## config.mk

```make
export PLATFORM = sky130hd
export DESIGN_NAME = alu_sequencer_flat
export DESIGN_NICKNAME = d
export VERILOG_FILES = /design/src/rtl/alu_sequencer_if.sv /design/src/rtl/alu_sequencer.sv /design/src/flat_wrapper.sv
export SDC_FILE = /design/constraint.sdc
export NUM_CORES = 1
export LEC_CHECK = 0
export ABC_AREA = 0
export ABC_CLOCK_PERIOD_IN_PS = 2180
export CAP_MARGIN = 20
export CELL_PAD_IN_SITES_DETAIL_PLACEMENT = 0
export CELL_PAD_IN_SITES_GLOBAL_PLACEMENT = 2
export CORE_MARGIN = 1
export CORE_UTILIZATION = 18
export DETAILED_ROUTE_END_ITERATION = 10
export PLACE_DENSITY_LB_ADDON = 0.25
export REMOVE_ABC_BUFFERS = 1
export SYNTH_ARGS = -nofsm -noshare
export SYNTH_HDL_FRONTEND = slang
export SYNTH_SLANG_ARGS = --single-unit
```

## constraint.sdc

```tcl
create_clock -name phi1 -period 2.18 [get_ports phi1]
set_input_delay 0.654 -clock phi1 [delete_from_list [all_inputs] [get_ports phi1]]
set_output_delay 0.654 -clock phi1 [all_outputs]
set_load 0.02 [all_outputs]
```

## src/rtl/alu_sequencer_if.sv

```systemverilog
// Request/completion handshake between instruction decode and the ALU sequencer.
// The decoder holds the request fields stable while req_valid is high and not yet accepted.
interface alu_sequencer_if;
  logic       req_valid;
  logic       req_ready;
  logic [2:0] req_kind;
  logic [4:0] req_sel;
  logic       req_dec;
  logic       done;

  modport master (
    output req_valid,
    output req_kind,
    output req_sel,
    output req_dec,
    input  req_ready,
    input  done
  );

  modport slave (
    input  req_valid,
    input  req_kind,
    input  req_sel,
    input  req_dec,
    output req_ready,
    output done
  );
endinterface

```

## src/rtl/alu_sequencer.sv

```systemverilog
// Sequences ACT/TMP load, ALU select, A writeback and bus drive, and owns the 8085 flag register.
// Optional macro ALU_SEQ_BACK2BACK_EN lets a new request be accepted in the final cycle of an operation.
module alu_sequencer #(
  parameter logic [7:0] FLAG_RESET = 8'h02,
  parameter bit         CY_INV     = 1'b0
) (
  input  logic             phi1,
  input  logic             rst,
  alu_sequencer_if.slave   req_bus,
  output logic [4:0]       alu_sel,
  output logic             dbus_to_act,
  output logic             a_to_act,
  output logic             write_dbus_to_alu_tmp,
  output logic             alu_to_a,
  output logic             sel_alu_a,
  output logic             alu_a_to_dbus,
  output logic             sel_0_fe,
  output logic             fe_0_to_act,
  input  logic             alu_msb,
  input  logic             alu_zero,
  input  logic             alu_parity,
  input  logic             alu_carry,
  input  logic             alu_aux,
  input  logic [7:0]       flag_in,
  output logic [7:0]       flag_out,
  output logic             flag_oe
);

  localparam logic [1:0] ST_IDLE = 2'd0;
  localparam logic [1:0] ST_LOAD = 2'd1;
  localparam logic [1:0] ST_EXEC = 2'd2;
  localparam logic [1:0] ST_FLAG = 2'd3;

  localparam logic [2:0] K_ALU_A    = 3'd0;
  localparam logic [2:0] K_ALU_CMP  = 3'd1;
  localparam logic [2:0] K_INR_DCR  = 3'd2;
  localparam logic [2:0] K_PUSH_PSW = 3'd3;
  localparam logic [2:0] K_POP_PSW  = 3'd4;

  // Flag byte is {S,Z,0,AC,0,P,1,CY}; bits 5 and 3 read 0 and bit 1 reads 1 whatever is loaded.
  localparam logic [7:0] FLAG_KEEP_MASK = 8'hD7;
  localparam logic [7:0] FLAG_FORCE_ONE = 8'h02;
  localparam logic [7:0] FLAG_RESET_FIX = (FLAG_RESET & FLAG_KEEP_MASK) | FLAG_FORCE_ONE;

  logic [1:0] state;
  logic [1:0] state_nxt;
  logic [1:0] dispatch_state;
  logic [2:0] kind_q;
  logic       dec_q;
  logic [7:0] flags;
  logic [7:0] flags_nxt;
  logic [7:0] alu_flags;
  logic       accept;
  logic       done_w;

`ifdef ALU_SEQ_BACK2BACK_EN
  assign req_bus.req_ready = (state == ST_IDLE) || (state == ST_EXEC) || (state == ST_FLAG);
`else
  assign req_bus.req_ready = (state == ST_IDLE);
`endif

  assign accept         = req_bus.req_valid && req_bus.req_ready;
  assign dispatch_state = (req_bus.req_kind <= K_INR_DCR) ? ST_LOAD : ST_FLAG;

  always_comb begin
    // NOTE: every combinational output gets a default first so no path leaves it unassigned (no latch).
    state_nxt = state;
    case (state)
      ST_IDLE: if (accept) state_nxt = dispatch_state;
      ST_LOAD: state_nxt = ST_EXEC;
      ST_EXEC,
      ST_FLAG: state_nxt = accept ? dispatch_state : ST_IDLE;
      default: state_nxt = ST_IDLE;
    endcase
  end

  // INR/DCR leave CY alone; every other ALU kind takes the carry in the configured polarity.
  assign alu_flags = {alu_msb, alu_zero, 1'b0, alu_aux, 1'b0, alu_parity, 1'b1,
                      (kind_q == K_INR_DCR) ? flags[0] : (alu_carry ^ CY_INV)};

  always_comb begin
    flags_nxt = flags;
    if (state == ST_EXEC)
      flags_nxt = alu_flags;
    else if ((state == ST_FLAG) && (kind_q == K_POP_PSW))
      flags_nxt = (flag_in & FLAG_KEEP_MASK) | FLAG_FORCE_ONE;
  end

  always_ff @(posedge phi1) begin
    // NOTE: sequential state uses non-blocking assignments so every register samples pre-edge values.
    if (rst) begin
      state   <= ST_IDLE;
      flags   <= FLAG_RESET_FIX;
      alu_sel <= 5'd0;
      kind_q  <= 3'd0;
      dec_q   <= 1'b0;
    end else begin
      state <= state_nxt;
      flags <= flags_nxt;
      if (accept) begin
        kind_q  <= req_bus.req_kind;
        dec_q   <= req_bus.req_dec;
        alu_sel <= req_bus.req_sel;
      end
    end
  end

  always_comb begin
    dbus_to_act           = 1'b0;
    a_to_act              = 1'b0;
    write_dbus_to_alu_tmp = 1'b0;
    alu_to_a              = 1'b0;
    sel_alu_a             = 1'b0;
    alu_a_to_dbus         = 1'b0;
    sel_0_fe              = 1'b0;
    fe_0_to_act           = 1'b0;
    flag_oe               = 1'b0;
    done_w                = 1'b0;
    case (state)
      ST_LOAD: begin
        write_dbus_to_alu_tmp = 1'b1;
        if ((kind_q == K_ALU_A) || (kind_q == K_ALU_CMP))
          a_to_act = 1'b1;
        if (kind_q == K_INR_DCR) begin
          sel_0_fe    = 1'b1;
          fe_0_to_act = dec_q;
        end
      end
      ST_EXEC: begin
        done_w = 1'b1;
        if (kind_q == K_ALU_A)
          alu_to_a = 1'b1;
        if (kind_q == K_INR_DCR) begin
          sel_alu_a     = 1'b1;
          alu_a_to_dbus = 1'b1;
        end
      end
      ST_FLAG: begin
        done_w = 1'b1;
        if (kind_q == K_PUSH_PSW)
          flag_oe = 1'b1;
      end
      default: ;
    endcase
  end

  assign req_bus.done = done_w;
  assign flag_out     = flags;

endmodule

```

## src/flat_wrapper.sv

```systemverilog
// flat-port wrapper written by rule: the top's interface ports become plain ports
module alu_sequencer_flat 
#(
  parameter logic [7:0] FLAG_RESET = 8'h02,
  parameter bit         CY_INV     = 1'b0
)
  (phi1, rst, alu_sel, dbus_to_act, a_to_act, write_dbus_to_alu_tmp, alu_to_a, sel_alu_a, alu_a_to_dbus, sel_0_fe, fe_0_to_act, alu_msb, alu_zero, alu_parity, alu_carry, alu_aux, flag_in, flag_out, flag_oe, req_bus_req_valid, req_bus_req_kind, req_bus_req_sel, req_bus_req_dec, req_bus_req_ready, req_bus_done);
  alu_sequencer_if req_bus_i ();
  input  logic phi1;
  input  logic rst;
  output logic [4:0] alu_sel;
  output logic dbus_to_act;
  output logic a_to_act;
  output logic write_dbus_to_alu_tmp;
  output logic alu_to_a;
  output logic sel_alu_a;
  output logic alu_a_to_dbus;
  output logic sel_0_fe;
  output logic fe_0_to_act;
  input  logic alu_msb;
  input  logic alu_zero;
  input  logic alu_parity;
  input  logic alu_carry;
  input  logic alu_aux;
  input  logic [7:0] flag_in;
  output logic [7:0] flag_out;
  output logic flag_oe;
  input wire logic [$bits(req_bus_i.req_valid)-1:0] req_bus_req_valid;
  input wire logic [$bits(req_bus_i.req_kind)-1:0] req_bus_req_kind;
  input wire logic [$bits(req_bus_i.req_sel)-1:0] req_bus_req_sel;
  input wire logic [$bits(req_bus_i.req_dec)-1:0] req_bus_req_dec;
  output wire logic [$bits(req_bus_i.req_ready)-1:0] req_bus_req_ready;
  output wire logic [$bits(req_bus_i.done)-1:0] req_bus_done;
  assign req_bus_i.req_valid = req_bus_req_valid;
  assign req_bus_i.req_kind = req_bus_req_kind;
  assign req_bus_i.req_sel = req_bus_req_sel;
  assign req_bus_i.req_dec = req_bus_req_dec;
  assign req_bus_req_ready = req_bus_i.req_ready;
  assign req_bus_done = req_bus_i.done;
  alu_sequencer #(.FLAG_RESET(FLAG_RESET), .CY_INV(CY_INV)) u_core (.phi1(phi1), .rst(rst), .req_bus(req_bus_i), .alu_sel(alu_sel), .dbus_to_act(dbus_to_act), .a_to_act(a_to_act), .write_dbus_to_alu_tmp(write_dbus_to_alu_tmp), .alu_to_a(alu_to_a), .sel_alu_a(sel_alu_a), .alu_a_to_dbus(alu_a_to_dbus), .sel_0_fe(sel_0_fe), .fe_0_to_act(fe_0_to_act), .alu_msb(alu_msb), .alu_zero(alu_zero), .alu_parity(alu_parity), .alu_carry(alu_carry), .alu_aux(alu_aux), .flag_in(flag_in), .flag_out(flag_out), .flag_oe(flag_oe));
endmodule
```

### Yosys cells after proc, flatten, opt, wreduce, memory -nomap -nowiden

Index checks and enable logic that the tools add are counted.

| word-level totals | value |
|---|---|
| logic and storage cells | 44 |
| flip-flop bits (word level) | 16 |
| output and inout bits | 24 |

| cells by class | value |
|---|---|
| magnitude comparators | 1 |
| equality and inequality tests | 9 |
| reductions and logical operators | 8 |
| muxes and demuxes | 20 |

Operator list:

| kind | count |
|---|---|
| $mux 8 | 2 |
| $mux 1 | 14 |
| $eq 3x2->1 const B | 2 |
| $mux 2 | 3 |
| $pmux 2 s3 | 1 |
| $eq 2x2->1 const B | 2 |
| $ne 2x2->1 const B | 2 |
| $eq 3x1->1 const B | 1 |
| $eq 3x3->1 const B | 1 |
| $le 3x2->1 const B | 1 |
| $logic_not 3->1 | 1 |
| $eq 2x1->1 const B | 1 |
| $logic_and 1x1->1 | 2 |
| $logic_not 2->1 | 1 |
| $reduce_and 2->1 | 1 |
| $reduce_bool 2->1 | 1 |
| $reduce_or 2->1 | 1 |
| $logic_or 1x1->1 | 1 |

### Depth between registers and ports, before layout

Gate-level depths: netlist (run 1).

| logic depth | value |
|---|---|
| depth in word-level cells | 4 |
| gate-level depth with buffers | 6 |
| mapped depth without buffers | 4 |

### Least setup slack after synthesis (run 1)

Ideal clock, no wire load.

| path | value |
|---|---|
| kind | register to output |
| start point | register u_core.state[0] |
| end point | output fe_0_to_act |
| path slack | 0.034 ns |
| stages on the path, launching flop included | 5 |
| arrival time | 1.492 ns |
| cells stage by stage | dfxtp_1 buf_2 nor2b_1 and3_1 and2_1 |

| on the way | value |
|---|---|
| longest elaborated chain between the ends | 2 |

RTL lines:

| item | line | text |
|---|---|---|
| from (decl) | alu_sequencer.sv:45 | `logic [1:0] state;` |
| from (signal assigned) | alu_sequencer.sv:98 | `state <= state_nxt;` |
| $eq 2x1->1 | alu_sequencer.sv:119 | `case (state)` |
| $mux 1 | alu_sequencer.sv:119 |  |
| to (decl) | flat_wrapper.sv:19 | `output logic fe_0_to_act;` |

Every way passes these cells.

### Worst setup path in the final report (run 1)

| path | value |
|---|---|
| start point | register u_core.state[0] |
| end point | output alu_to_a |

| on the way | value |
|---|---|
| longest elaborated chain between the ends | 2 |

RTL lines:

| item | line | text |
|---|---|---|
| $eq 2x2->1 | alu_sequencer.sv:119 |  |
| $mux 1 | alu_sequencer.sv:119 |  |
| to (decl) | flat_wrapper.sv:15 | `output logic alu_to_a;` |

Every way passes these cells.

==> out/metrics.yaml, run 1 <==
grt_setup_unrepaired: "false"
skew_ps: 4.11
post_synth_instance_area_um2: 771
critical_path.top_delay_family: "buffers and inverters"
finalCritPeriodShare_pct: 94.6
timing_worst_setup_path_type: "flip-flop to output port"
first_global_vias: 731
track_usage_pct: 9.88
worstSetupEndpointType: "output port"
cts_tree: "built"
sinks_on_the_clock_net: 16
dpl.hpwl_um: 1570
boundaryPins: 49
critPathLaunchType: "flip-flop"
power.density_mw_per_mm2: 628
syn_avg_cell_area_um2: 8.11
floorplan.die_area_mm2: 0.00455
final_layout_size_suffix_gt1_share_pct: 11.9
slowest_delay_ps: 330
totalNegativeSetupSlack_ps: 0
worstSkewPairLatency_ps: 250
timing.critical_path.slowest_stage_cell: "dlygate4sd2_1"
placementRows: 23
y_dimension_of_the_die_um: 67.4
cp.depth: 5
max_slew.worst_pin.slew_ps: 624
critical_path.max_fanout: 8
setup_viol: 0
floorplan.die.width_um: 67.4
drc: 0
final.min_clock_period_ps: 2060
netlist-cell-type-count: 23
grt_antenna_before_repair: 0
detail-route-antenna-nets: 0
fillers: 421
first_iter_violations: 32
slew_viol_final: 0
finish.net_count: 161
first_pass_iters: 4
num_vias: 767
grt_first_pass_wirelength_um: 3270
hold-path-cell-count: 2
power_leakage_nw: 0.502
synth_edf_count: 0
synth_seq_area_share_pct: 41.6
vdd.ir_drop.worst_uv: 301
cts.htree.levels: 1
run_status: "complete, no violations"
report.final.hold_viol_count: 0
clk_transition_reported_paths_ps: 70
timing.critical_path.arrival_ps: 1410
r2r_slack_ps: 680
critical_path_required_ps: 1530
number_of_cell_instances_on_the_worst_register_to_register_path: 5
grt_max_degree: 17
avgViaCountPerCell: 4.15
timing.critical_path.cells: "buf_4 -> nor2b_1 -> nand2_1 -> nor2_1 -> dlygate4sd2_1"
slew_headroom_pct: 58.3
post_drt_wl_per_cell_um: 11.0
yosysWarnings: 0
timing.fmax_mhz: 485
synth-async-reset-ratio_pct: 0
cts_inserted_buffers: 3
port-buffer-count: 41
worst-path-buf-inv: 2
utilization_pct: 31.1
max-cap-violations: 0
diodes: 0
grt_overflow: 0
cts-hold-fix-buffers: 0
routed_wl_um: 2030
holdCritPathClass: "flip-flop to flip-flop"
routabilityCongestion: 0.649
max-clock-path-buffers: 2
synthesis.instances: 95
flow.area_growth_from_synthesis_pct: 63.5
core_area_mm2: 0.00406
postSynthRegisterBits: 16
ys_dominant_reg_cell: "dfxtp_1"
clock_tree.root_cell: "clkbuf_8"
initial_core_util_pct: 19.0
routing by layer:
metal | track usage [%] | routed length [um] | vias to the layer above
met4 | 3.19 | 18 | 0
met2 | 15.8 | 955 | 28
met1 | 11.7 | 901 | 346
li1 | - | - | 391
met5 | 0 | 0 | -
met3 | 4.56 | 159 | 2
stage by stage:
step / worst slack (ps) / instances / instance area, um^2 / hold slack (ps) / power (W)
final: 117 / 185 / 1260 / 453 / 0.000791
after global routing: 37.9 / 185 / 1260 / 488 / 0.000834
after CTS: 53.2 / 185 / 1260 / 458 / 0.000809
after detailed placement: 53.5 / 181 / 1220 / 450 / 0.000539
after global placement: 49.4 / 181 / 1220 / 440 / 0.000536
after floorplan: 13.6 / 85 / 708 / 426 / 0.000427
path summary, 6_finish.rpt:
check | end | startpoint
setup reg to reg | u_core.flag_out[7]$_SDFFE_PP0P_ | u_core.kind_q[0]$_SDFFE_PP0P_
setup / recovery | alu_to_a | u_core.state[0]$_SDFFE_PP0P_
hold / removal | u_core.alu_sel[4]$_SDFFE_PP0P_ | u_core.alu_sel[4]$_SDFFE_PP0P_
hold reg to reg | u_core.alu_sel[4]$_SDFFE_PP0P_ | u_core.alu_sel[4]$_SDFFE_PP0P_
placed cells by master (no fill, tap or decap):
cell type,instances
a211oi_1,4
a21boi_4,1
a21o_1,1
a21oi_1,11
a311oi_1,1
and2_1,2
and3_1,2
and4bb_2,1
buf_4,5
clkbuf_2,2
clkbuf_8,4
clkdlybuf4s50_1,33
conb_1,4
dfxtp_1,15
dfxtp_2,1
dlygate4sd2_1,6
mux2i_1,5
nand2_1,21
nor2_1,8
nor2b_1,2
nor2b_2,1
nor3_1,1
nor3b_1,1
o21ai_0,1
o2bb2ai_1,1
or3b_4,1
final cells by class:
| type | count | area, um^2 | area share (%) |
|---|---|---|---|
| timing repair buffer | 46 | 430 | 34.2 |
| sequential | 16 | 322 | 25.5 |
| multi-input combinational | 69 | 390 | 31.0 |
| clock buffer | 4 | 55.1 | 4.37 |
| tap | 50 | 62.6 | 4.97 |
registers in the layout (all words and copies together) (netlist names):
| register | flops |
|---|---|
| u_core.state | 2 |
| u_core.kind_q | 3 |
| u_core.alu_sel | 5 |
| u_core.flag_out | 5 |
| u_core.dec_q | 1 |
cells in the mapped netlist (all sizes together), types with 2 or more instances:
| cell type | count | area, um^2 |
|---|---|---|
| nand2 | 21 | 78.8 |
| dfxtp | 16 | 320 |
| a21oi | 11 | 55.1 |
| buf | 9 | 58.8 |
| nor2 | 8 | 30.0 |
| mux2i | 5 | 50.1 |
| a211oi | 4 | 30.0 |
| clkbuf | 3 | 11.3 |
| nor2b | 3 | 18.8 |
| and2 | 2 | 12.5 |
| and3 | 2 | 12.5 |
| conb | 2 | 7.51 |
worst min-delay path, delay by kind of cell, from the launching register on:
family             cells  cell delay, ps
DFF                    1             310
and+or+nand+nor        1              50
AOI/OAI and AO/OA      1              50
report_power, final:
group          internal [W]  switching [W]
Combinational      0.000102      0.0000976
Sequential         0.000314      0.0000127
Clock              0.000160       0.000105
repair_timing:
| item | in CTS | in global routing |
|---|---|---|
| resized for setup | 9 | 5 |
| buffers inserted | 0 | 0 |
| endpoints found under the setup margin | 8 | 3 |
cells by family (layout without fill, tap and decap cells):
kind of cell	count (synthesis)	count (layout)	share of synthesized area (%)
buf+inv	12	50	9.09
mux	5	5	6.49
compound gates	20	20	17.4
other cells	2	4	0.974
simple gates	40	40	24.5
flops	16	16	41.6
Power figures use the tool's default switching activity.
==> inputs of run 2 (changes only) <==
--- a/config.mk
+++ b/config.mk
@@ -15,6 +15,7 @@
 export DETAILED_ROUTE_END_ITERATION = 10
 export PLACE_DENSITY_LB_ADDON = 0.25
 export REMOVE_ABC_BUFFERS = 1
+export SKIP_CTS_REPAIR_TIMING = 1
 export SYNTH_ARGS = -nofsm -noshare
 export SYNTH_HDL_FRONTEND = slang
 export SYNTH_SLANG_ARGS = --single-unit
==> run 2 against run 1 <==
Flip-flop and latch count stayed put; core utilization is 0.93 points higher; routed wire length is 0.69% higher; worst hold slack hardly changed; sequential share of layout area is 0.74 points lower; worst setup slack better by 15 ps; global-route usage stayed put; clock skew hardly changed; largest cell class unchanged; final cell count stayed put.
==> out/metrics.yaml, run 2 (same netlist as run 1, synthesis figures left out) <==
run_status: "complete, no violations"
grt_overflow: 0  # unchanged
avgViaCountPerCell: 4.18  # +0.78%
port-buffer-count: 41  # unchanged
fin_ws_ps: 131  # +14.6 ps
worstSkewPairLatency_ps: 250  # about the same
critical_path.max_fanout: 6  # -2
cts.htree.levels: 1  # unchanged
timing.critical_path.arrival_ps: 1390  # -20 ps
totalPowerFinal_w: 0.000794  # +0.40%
max-clock-path-buffers: 2  # unchanged
number_of_cell_instances_on_the_worst_register_to_register_path: 5  # unchanged
drc: 0  # unchanged
worstSetupEndpointType: "output port"
routed_wl_um: 2050  # +0.69%
report.final.hold_viol_count: 0  # unchanged
grt_setup_unrepaired: "false"
vdd.ir_drop.worst_uv: 301  # about the same
sinks_on_the_clock_net: 16  # unchanged
mostFrequentLayoutCells: "clkdlybuf4s50_1, nand2_1, dfxtp_1, a21oi_1"
cts_tree: "built"
max-cap-violations: 0  # unchanged
holdCritPathClass: "flip-flop to flip-flop"
core_area_mm2: 0.00406  # unchanged
max_slew.worst_pin.slew_ps: 625  # +0.755 ps
grt_antenna_before_repair: 0  # unchanged
routabilityCongestion: 0.649  # unchanged
worst_r2r_endpoint: "u_core.flag_out[7]$_SDFFE_PP0P_"
swShare_pct: 27.1  # -0.087 points
grt_max_degree: 17  # unchanged
first_global_vias: 731  # unchanged
final.min_clock_period_ps: 2050  # -14.6 ps
clock_tree.root_cell: "clkbuf_8"
power.switching_w: 0.000215  # about the same
r2r_slack_ps: 680  # about the same
worst_setup_path_endpoint: "req_bus_done"
ff_latch_area_um2: 322  # unchanged
detail-route-antenna-nets: 0  # unchanged
r2r-start: "u_core.kind_q[0]$_SDFFE_PP0P_"
timing_worst_setup_path_type: "flip-flop to output port"
power.clock.fraction_pct: 33.4  # about the same
num_vias: 773  # +0.78%
final-instance-count-excl-fill: 185  # unchanged
track_usage_pct: 9.88  # unchanged
cell_internal_pwr_w: 0.000579  # +0.52%
floorplan.die.width_um: 67.4  # unchanged
finalCritPeriodShare_pct: 94.0  # -0.67 points
initial_core_util_pct: 19.0  # unchanged
hold_slack_ps: 453  # +0.00300 ps
finish.net_count: 161  # unchanged
dpl.hpwl_um: 1570  # unchanged
power_leakage_nw: 0.608  # +21%
pwr-share-seq_pct: 41.1  # -0.2 points
floorplan.die_area_mm2: 0.00455  # unchanged
y_dimension_of_the_die_um: 67.4  # unchanged
slew_viol_final: 0  # unchanged
place.detailed.instances: 181  # unchanged
flow.area_growth_from_synthesis_pct: 68.3
timing.fmax_mhz: 488  # +0.71%
multiInputGateArea_um2: 390  # unchanged
setup_viol: 0  # unchanged
first_iter_violations: 26  # -19%
timing.critical_path.cells: "buf_4 -> clkdlybuf4s50_1"
diodes: 0  # unchanged
power.density_mw_per_mm2: 612  # -2.5%
grt_first_pass_wirelength_um: 3270  # unchanged
post_drt_wl_per_cell_um: 11.1  # +0.69%
cts_inserted_buffers: 3  # unchanged
crit_path_start: "u_core.state[1]$_SDFFE_PP0P_"
layout.cells.most_common: "clkdlybuf4s50_1"
post-place-ws_ps: 53.5  # unchanged
skew_ps: 4.09  # -0.0179 ps
p_comb_share_pct: 25.5  # +0.3 points
clk_transition_reported_paths_ps: 70  # about the same
first_pass_iters: 4  # unchanged
slew_headroom_pct: 58.2  # about the same
slowest_delay_ps: 600  # +270 ps
critPathLaunchType: "flip-flop"
fillers: 416  # -1.2%
boundaryPins: 49  # unchanged
critical_path_required_ps: 1530  # about the same
timing.critical_path.slowest_stage_cell: "clkdlybuf4s50_1"
placementRows: 23  # unchanged
final_layout_size_suffix_gt1_share_pct: 10.4  # -1.5 points
## run 2: worst min-delay path by stage
stage / start / endpoint / slack [ps] / depth (start not counted)
after floorplan: u_core.dec_q$_SDFFE_PP0P_ / u_core.dec_q$_SDFFE_PP0P_ / 430 / 2
final: u_core.alu_sel[4]$_SDFFE_PP0P_ / u_core.alu_sel[4]$_SDFFE_PP0P_ / 450 / 2
after detailed placement: u_core.dec_q$_SDFFE_PP0P_ / u_core.dec_q$_SDFFE_PP0P_ / 450 / 2
after global placement: u_core.dec_q$_SDFFE_PP0P_ / u_core.dec_q$_SDFFE_PP0P_ / 440 / 2
after CTS: u_core.alu_sel[4]$_SDFFE_PP0P_ / u_core.alu_sel[4]$_SDFFE_PP0P_ / 460 / 2
after global routing: u_core.alu_sel[0]$_SDFFE_PP0P_ / u_core.alu_sel[0]$_SDFFE_PP0P_ / 490 / 2
## run 2: area by class of cell
class / instances / share of cell area, %
Multi-Input combinational cell: 69 / 30.1
Timing Repair Buffer: 46 / 36.1
Tap cell: 50 / 4.82
Sequential cell: 16 / 24.8
Clock buffer: 4 / 4.24
## run 2: power groups by stage
stage,clock (W),sequential (W),combinational (W)
after global routing,0.000287,0.000329,0.000222
after detailed placement,0,0.000333,0.000206
after global placement,0,0.000332,0.000204
after floorplan,0,0.000354,0.0000728
final,0.000265,0.000327,0.000202
after CTS,0.000280,0.000326,0.000207
## run 2: metal layers
layer | share of wire, % | vias up | GRT usage (%)
met3 | 7.1 | 2 | 4.56
li1 | - | 391 | -
met5 | 0 | - | 0
met2 | 47 | 26 | 15.8
met1 | 45 | 354 | 11.7
met4 | 0.88 | 0 | 3.19
## run 2: through the flow
| step | utilization (%) | cell area, um^2 | TNS [ps] |
|---|---|---|---|
| 2_1_floorplan | - | 708 | 0 |
| 3_3_place_gp | 30.0 | 1220 | 0 |
| 3_5_place_dp | 30.0 | 1220 | 0 |
| 4_1_cts | 31.4 | 1270 | -1250 |
| 5_1_grt | 32.0 | 1300 | 0 |
| 6_report | 32.0 | 1300 | 0 |
## run 2: critical path, delay by kind of cell, from the launching register on
family | cells | cell delay (ps)
buf+inv | 2 | 770
flops | 1 | 380
==> inputs of run 3 (changes only) <==
--- a/config.mk
+++ b/config.mk
@@ -9,9 +9,9 @@
 export ABC_CLOCK_PERIOD_IN_PS = 2180
 export CAP_MARGIN = 20
 export CELL_PAD_IN_SITES_DETAIL_PLACEMENT = 0
-export CELL_PAD_IN_SITES_GLOBAL_PLACEMENT = 2
+export CELL_PAD_IN_SITES_GLOBAL_PLACEMENT = 1
 export CORE_MARGIN = 1
-export CORE_UTILIZATION = 18
+export CORE_UTILIZATION = 24
 export DETAILED_ROUTE_END_ITERATION = 10
 export PLACE_DENSITY_LB_ADDON = 0.25
 export REMOVE_ABC_BUFFERS = 1
==> run 3 against run 2 <==
Worst hold slack improved by 3.9 ps; clock power fell by 27%; routed wire length shrank 12%; die area fell by 24%.
==> out/metrics.yaml, run 3 (same netlist as run 1, synthesis figures left out) <==
run_status: "complete, no violations"
slew_headroom_pct: 59.8  # +1.6 points
sinks_on_the_clock_net: 16  # unchanged
worstSetupEndpointType: "output port"
critical_path_required_ps: 1530  # about the same
first_iter_violations: 12  # -54%
power.clock.fraction_pct: 27.0  # -6.4 points
holdCritPathClass: "flip-flop to flip-flop"
swShare_pct: 27.9  # +0.76 points
power.density_mw_per_mm2: 566  # -7.5%
power_leakage_nw: 0.616  # +1.2%
max_slew.worst_pin.slew_ps: 601  # -23.9 ps
p_comb_share_pct: 27.7  # +2.2 points
cell_internal_pwr_w: 0.000519  # -10%
placementRows: 20  # -13%
post_drt_wl_per_cell_um: 10.1  # -9.2%
boundaryPins: 49  # unchanged
drc: 0  # unchanged
first_global_vias: 718  # -1.8%
routabilityCongestion: 0.666  # +2.6%
finish.net_count: 161  # unchanged
layout.cells.most_common: "clkdlybuf4s50_1"
skew_ps: 0.343  # -3.75 ps
grt_antenna_before_repair: 0  # unchanged
setup_viol: 0  # unchanged
grt_overflow: 0  # unchanged
first_pass_iters: 2  # -2
power.switching_w: 0.000201  # -6.8%
timing.fmax_mhz: 476  # -2.4%
clk_transition_reported_paths_ps: 90  # +20 ps
cts_inserted_buffers: 3  # unchanged
track_usage_pct: 11.5  # +1.6 points
y_dimension_of_the_die_um: 58.7  # -13%
totalPowerFinal_w: 0.000720  # -9.4%
floorplan.die_area_mm2: 0.00344  # -24%
final.min_clock_period_ps: 2100  # +50.4 ps
mostFrequentLayoutCells: "clkdlybuf4s50_1, nand2_1, dfxtp_1, a21oi_1, dlymetal6s2s_1"
timing_worst_setup_path_type: "flip-flop to output port"
avgViaCountPerCell: 4.15  # -0.66%
finalCritPeriodShare_pct: 96.3  # +2.3 points
max-clock-path-buffers: 2  # unchanged
detail-route-antenna-nets: 0  # unchanged
port-buffer-count: 41  # unchanged
routed_wl_um: 1800  # -12%
flow.area_growth_from_synthesis_pct: 64.9
pwr-share-seq_pct: 45.3  # +4.2 points
cts.htree.levels: 1  # unchanged
critical_path.max_fanout: 5  # -1
vdd.ir_drop.worst_uv: 299  # -0.65%
slew_viol_final: 0  # unchanged
grt_first_pass_wirelength_um: 3070  # -6.1%
worstSkewPairLatency_ps: 280  # +30 ps
cts_tree: "built"
final_layout_size_suffix_gt1_share_pct: 9.63  # -0.74 points
clock_tree.root_cell: "clkbuf_4"
grt_max_degree: 17  # unchanged
placed_area_mm2: 0.00121  # -0.62%
grt_setup_unrepaired: "false"
floorplan.die.width_um: 58.7  # -13%
timing.critical_path.arrival_ps: 1450  # +60 ps
critPathLaunchType: "flip-flop"
initial_core_util_pct: 25.2  # +6.3 points
stdcell_area_mm2: 0.00127  # -2.0%
diodes: 0  # unchanged
report.final.hold_viol_count: 0  # unchanged
dpl.hpwl_um: 1360  # -13%
core_area_mm2: 0.00305  # -25%
max-cap-violations: 0  # unchanged
num_vias: 743  # -3.9%
run 3: final cells by class:
type,count,area (um^2)
clock buffer,4,36.3
fill,332,1780
timing repair buffer,46,470
sequential,16,322
tap,44,55.1
multi-input combinational,69,388
run 3: worst paths after layout:
path,startpoint,end,slack (ps),cells after the start
worst min-delay path,u_core.dec_q$_SDFFE_PP0P_,u_core.dec_q$_SDFFE_PP0P_,460,2
worst min register to register,u_core.dec_q$_SDFFE_PP0P_,u_core.dec_q$_SDFFE_PP0P_,460,2
worst max register to register,u_core.kind_q[2]$_SDFFE_PP0P_,u_core.flag_out[4]$_SDFFE_PP0P_,700,5
worst max-delay path,u_core.state[1]$_SDFFE_PP0P_,write_dbus_to_alu_tmp,80,2
run 3: critical path, cell delays in order, from the launching register on:
cell	delay [ps]
dfxtp_1	360
nor2b_1	180
clkdlybuf4s50_1	630
run 3: per-stage QoR:
| stage | setup WS, ps | setup TNS, ps | hold WS [ps] | utilization (%) | cells |
|---|---|---|---|---|---|
| final | 80.8 | 0 | 457 | 41.6 | 179 |
| after CTS | -242 | -1430 | 462 | 40.9 | 179 |
| after global routing | 20.7 | 0 | 485 | 41.6 | 179 |
| after floorplan | 13.6 | 0 | 426 | - | 85 |
| after detailed placement | 86.2 | 0 | 449 | 39.7 | 175 |
| after global placement | 86.8 | 0 | 441 | 39.7 | 175 |
run 3: layer usage:
metal	share of wire (%)	wire [um]	GRT usage, %	vias to the layer above
li1	-	-	-	391
met1	49	875	15.8	329
met2	46	834	18.1	21
met3	4.4	80	1.32	2
met4	0.44	8	5.10	0
met5	0	0	0	-
run 3: power by group through the flow:
stage | combinational, W | clock (W) | sequential [W]
after floorplan | 0.0000728 | 0 | 0.000354
after global placement | 0.000201 | 0 | 0.000332
after detailed placement | 0.000203 | 0 | 0.000333
after CTS | 0.000204 | 0.000199 | 0.000326
after global routing | 0.000217 | 0.000212 | 0.000329
final | 0.000200 | 0.000194 | 0.000326
==> RTL change (flow settings as in run 2) <==
Build with the macro `ALU_SEQ_BACK2BACK_EN` defined.
--- a/src/rtl/alu_sequencer.sv
+++ b/src/rtl/alu_sequencer.sv
@@ -1,5 +1,7 @@
 // Sequences ACT/TMP load, ALU select, A writeback and bus drive, and owns the 8085 flag register.
 // Optional macro ALU_SEQ_BACK2BACK_EN lets a new request be accepted in the final cycle of an operation.
+`define ALU_SEQ_BACK2BACK_EN
+
 module alu_sequencer #(
   parameter logic [7:0] FLAG_RESET = 8'h02,
   parameter bit         CY_INV     = 1'b0
Formal check against the unedited RTL: not equivalent (Yosys sat finds a counterexample within 4 cycles, from zero or initial values and one cycle with rst high).
==> RTL change against run 2 <==
Core utilization increased by 0.79 points. Setup slack better by 0.050 ns. Final area grew 1.7%. Sequential cell count unchanged. Largest power group unchanged. Synthesized area is 1.5% lower. Sequential share of layout area decreased by 0.52 points. Non-clock buffer count up 4. Wire length increased by 6.6%. Power fell by 0.69%. Critical endpoint unchanged. First-iteration DRC count decreased by 3.8%. Synthesized cell count increased by 4.2%.
==> RTL change: results (changes against run 2) <==
status: "finished, final reports clean"
route.met3.wl_um: 199  # +36%
power_combinational_uw: 194  # -4%
dp.cells: 189  # +4.4%
synth_cells: 99  # +4.2%
yosys-top-cells-count: "20 x nand2_1, 16 x dfxtp_1, 11 x a21oi_1, 9 x nand3_1, 9 x nor2_1"
arrival_ns: 1.34  # -0.05 ns
total_power_uw: 789  # -0.69%
drt-initial-drc-count: 25  # -3.8%
dp_hpwl_um: 1550  # -0.73%
first_global_vias: 800  # +9.4%
grt_pass1_wl_um: 3390  # +3.8%
final_nets: 169  # +5.0%
num_vias: 813  # +5.2%
reg2reg_setup_slack_ns: 0.55  # -0.13 ns
ir_drop_mv: 0.184  # -39%
antenna_cells: 0  # unchanged
wirelength_um: 2180  # +6.6%
synth_area_leaders: "dfxtp_1 42%, nand2_1 9.9%, a21oi_1 7.2%"
ys_types: 24  # +4.3%
synth-compound-area-share_pct: 18.3  # +0.92 points
dp_slack_ns: 0.116  # +0.0629 ns
wl_per_cell_um: 11.3  # +2.2%
routedLengthMet1_um: 1020  # +11%
synthMuxAreaShare_pct: 1.32  # -5.2 points
dr.pass1.iters: 2  # -2
gp_congestion: 0.640  # -1.4%
timing.rr.start: "u_core.kind_q[2]$_SDFFE_PP0P_"
grtUsageTotal_pct: 10.3  # +0.37 points
fin_skew_ns: 0.00323  # -0.000858 ns
## RTL change: how the worst max path moves through the flow
stage                     slack, ns  cells after the start      endpoint
after floorplan               -0.05                      3   fe_0_to_act
after global placement         0.10                      4   fe_0_to_act
after detailed placement       0.12                      4   fe_0_to_act
after CTS                     -0.19                      4   fe_0_to_act
after global routing           0.11                      4   fe_0_to_act
final                          0.18                      2  req_bus_done
## RTL change: area by class of cell
class                      instances  area, µm²  area share, %
timing repair buffer              50        500           37.9
multi-input combinational         72        378           28.6
sequential                        16        320           24.3
tap                               50       62.6           4.74
clock buffer                       4       55.1           4.17
inverter                           1       3.75          0.284
## RTL change: cell families (layout without fill, tap and decap cells)
group | count (synthesis) | in the layout
compound gates | 20 | 20
mux | 1 | 1
buf+inv | 13 | 55
flops | 16 | 16
other cells | 2 | 4
simple gates | 47 | 47
## RTL change: per-layer routing
layer	track usage, %	vias up
met5	0	-
met4	3.99	0
met3	3.77	2
met2	16.7	35
met1	12.1	359
li1	-	417
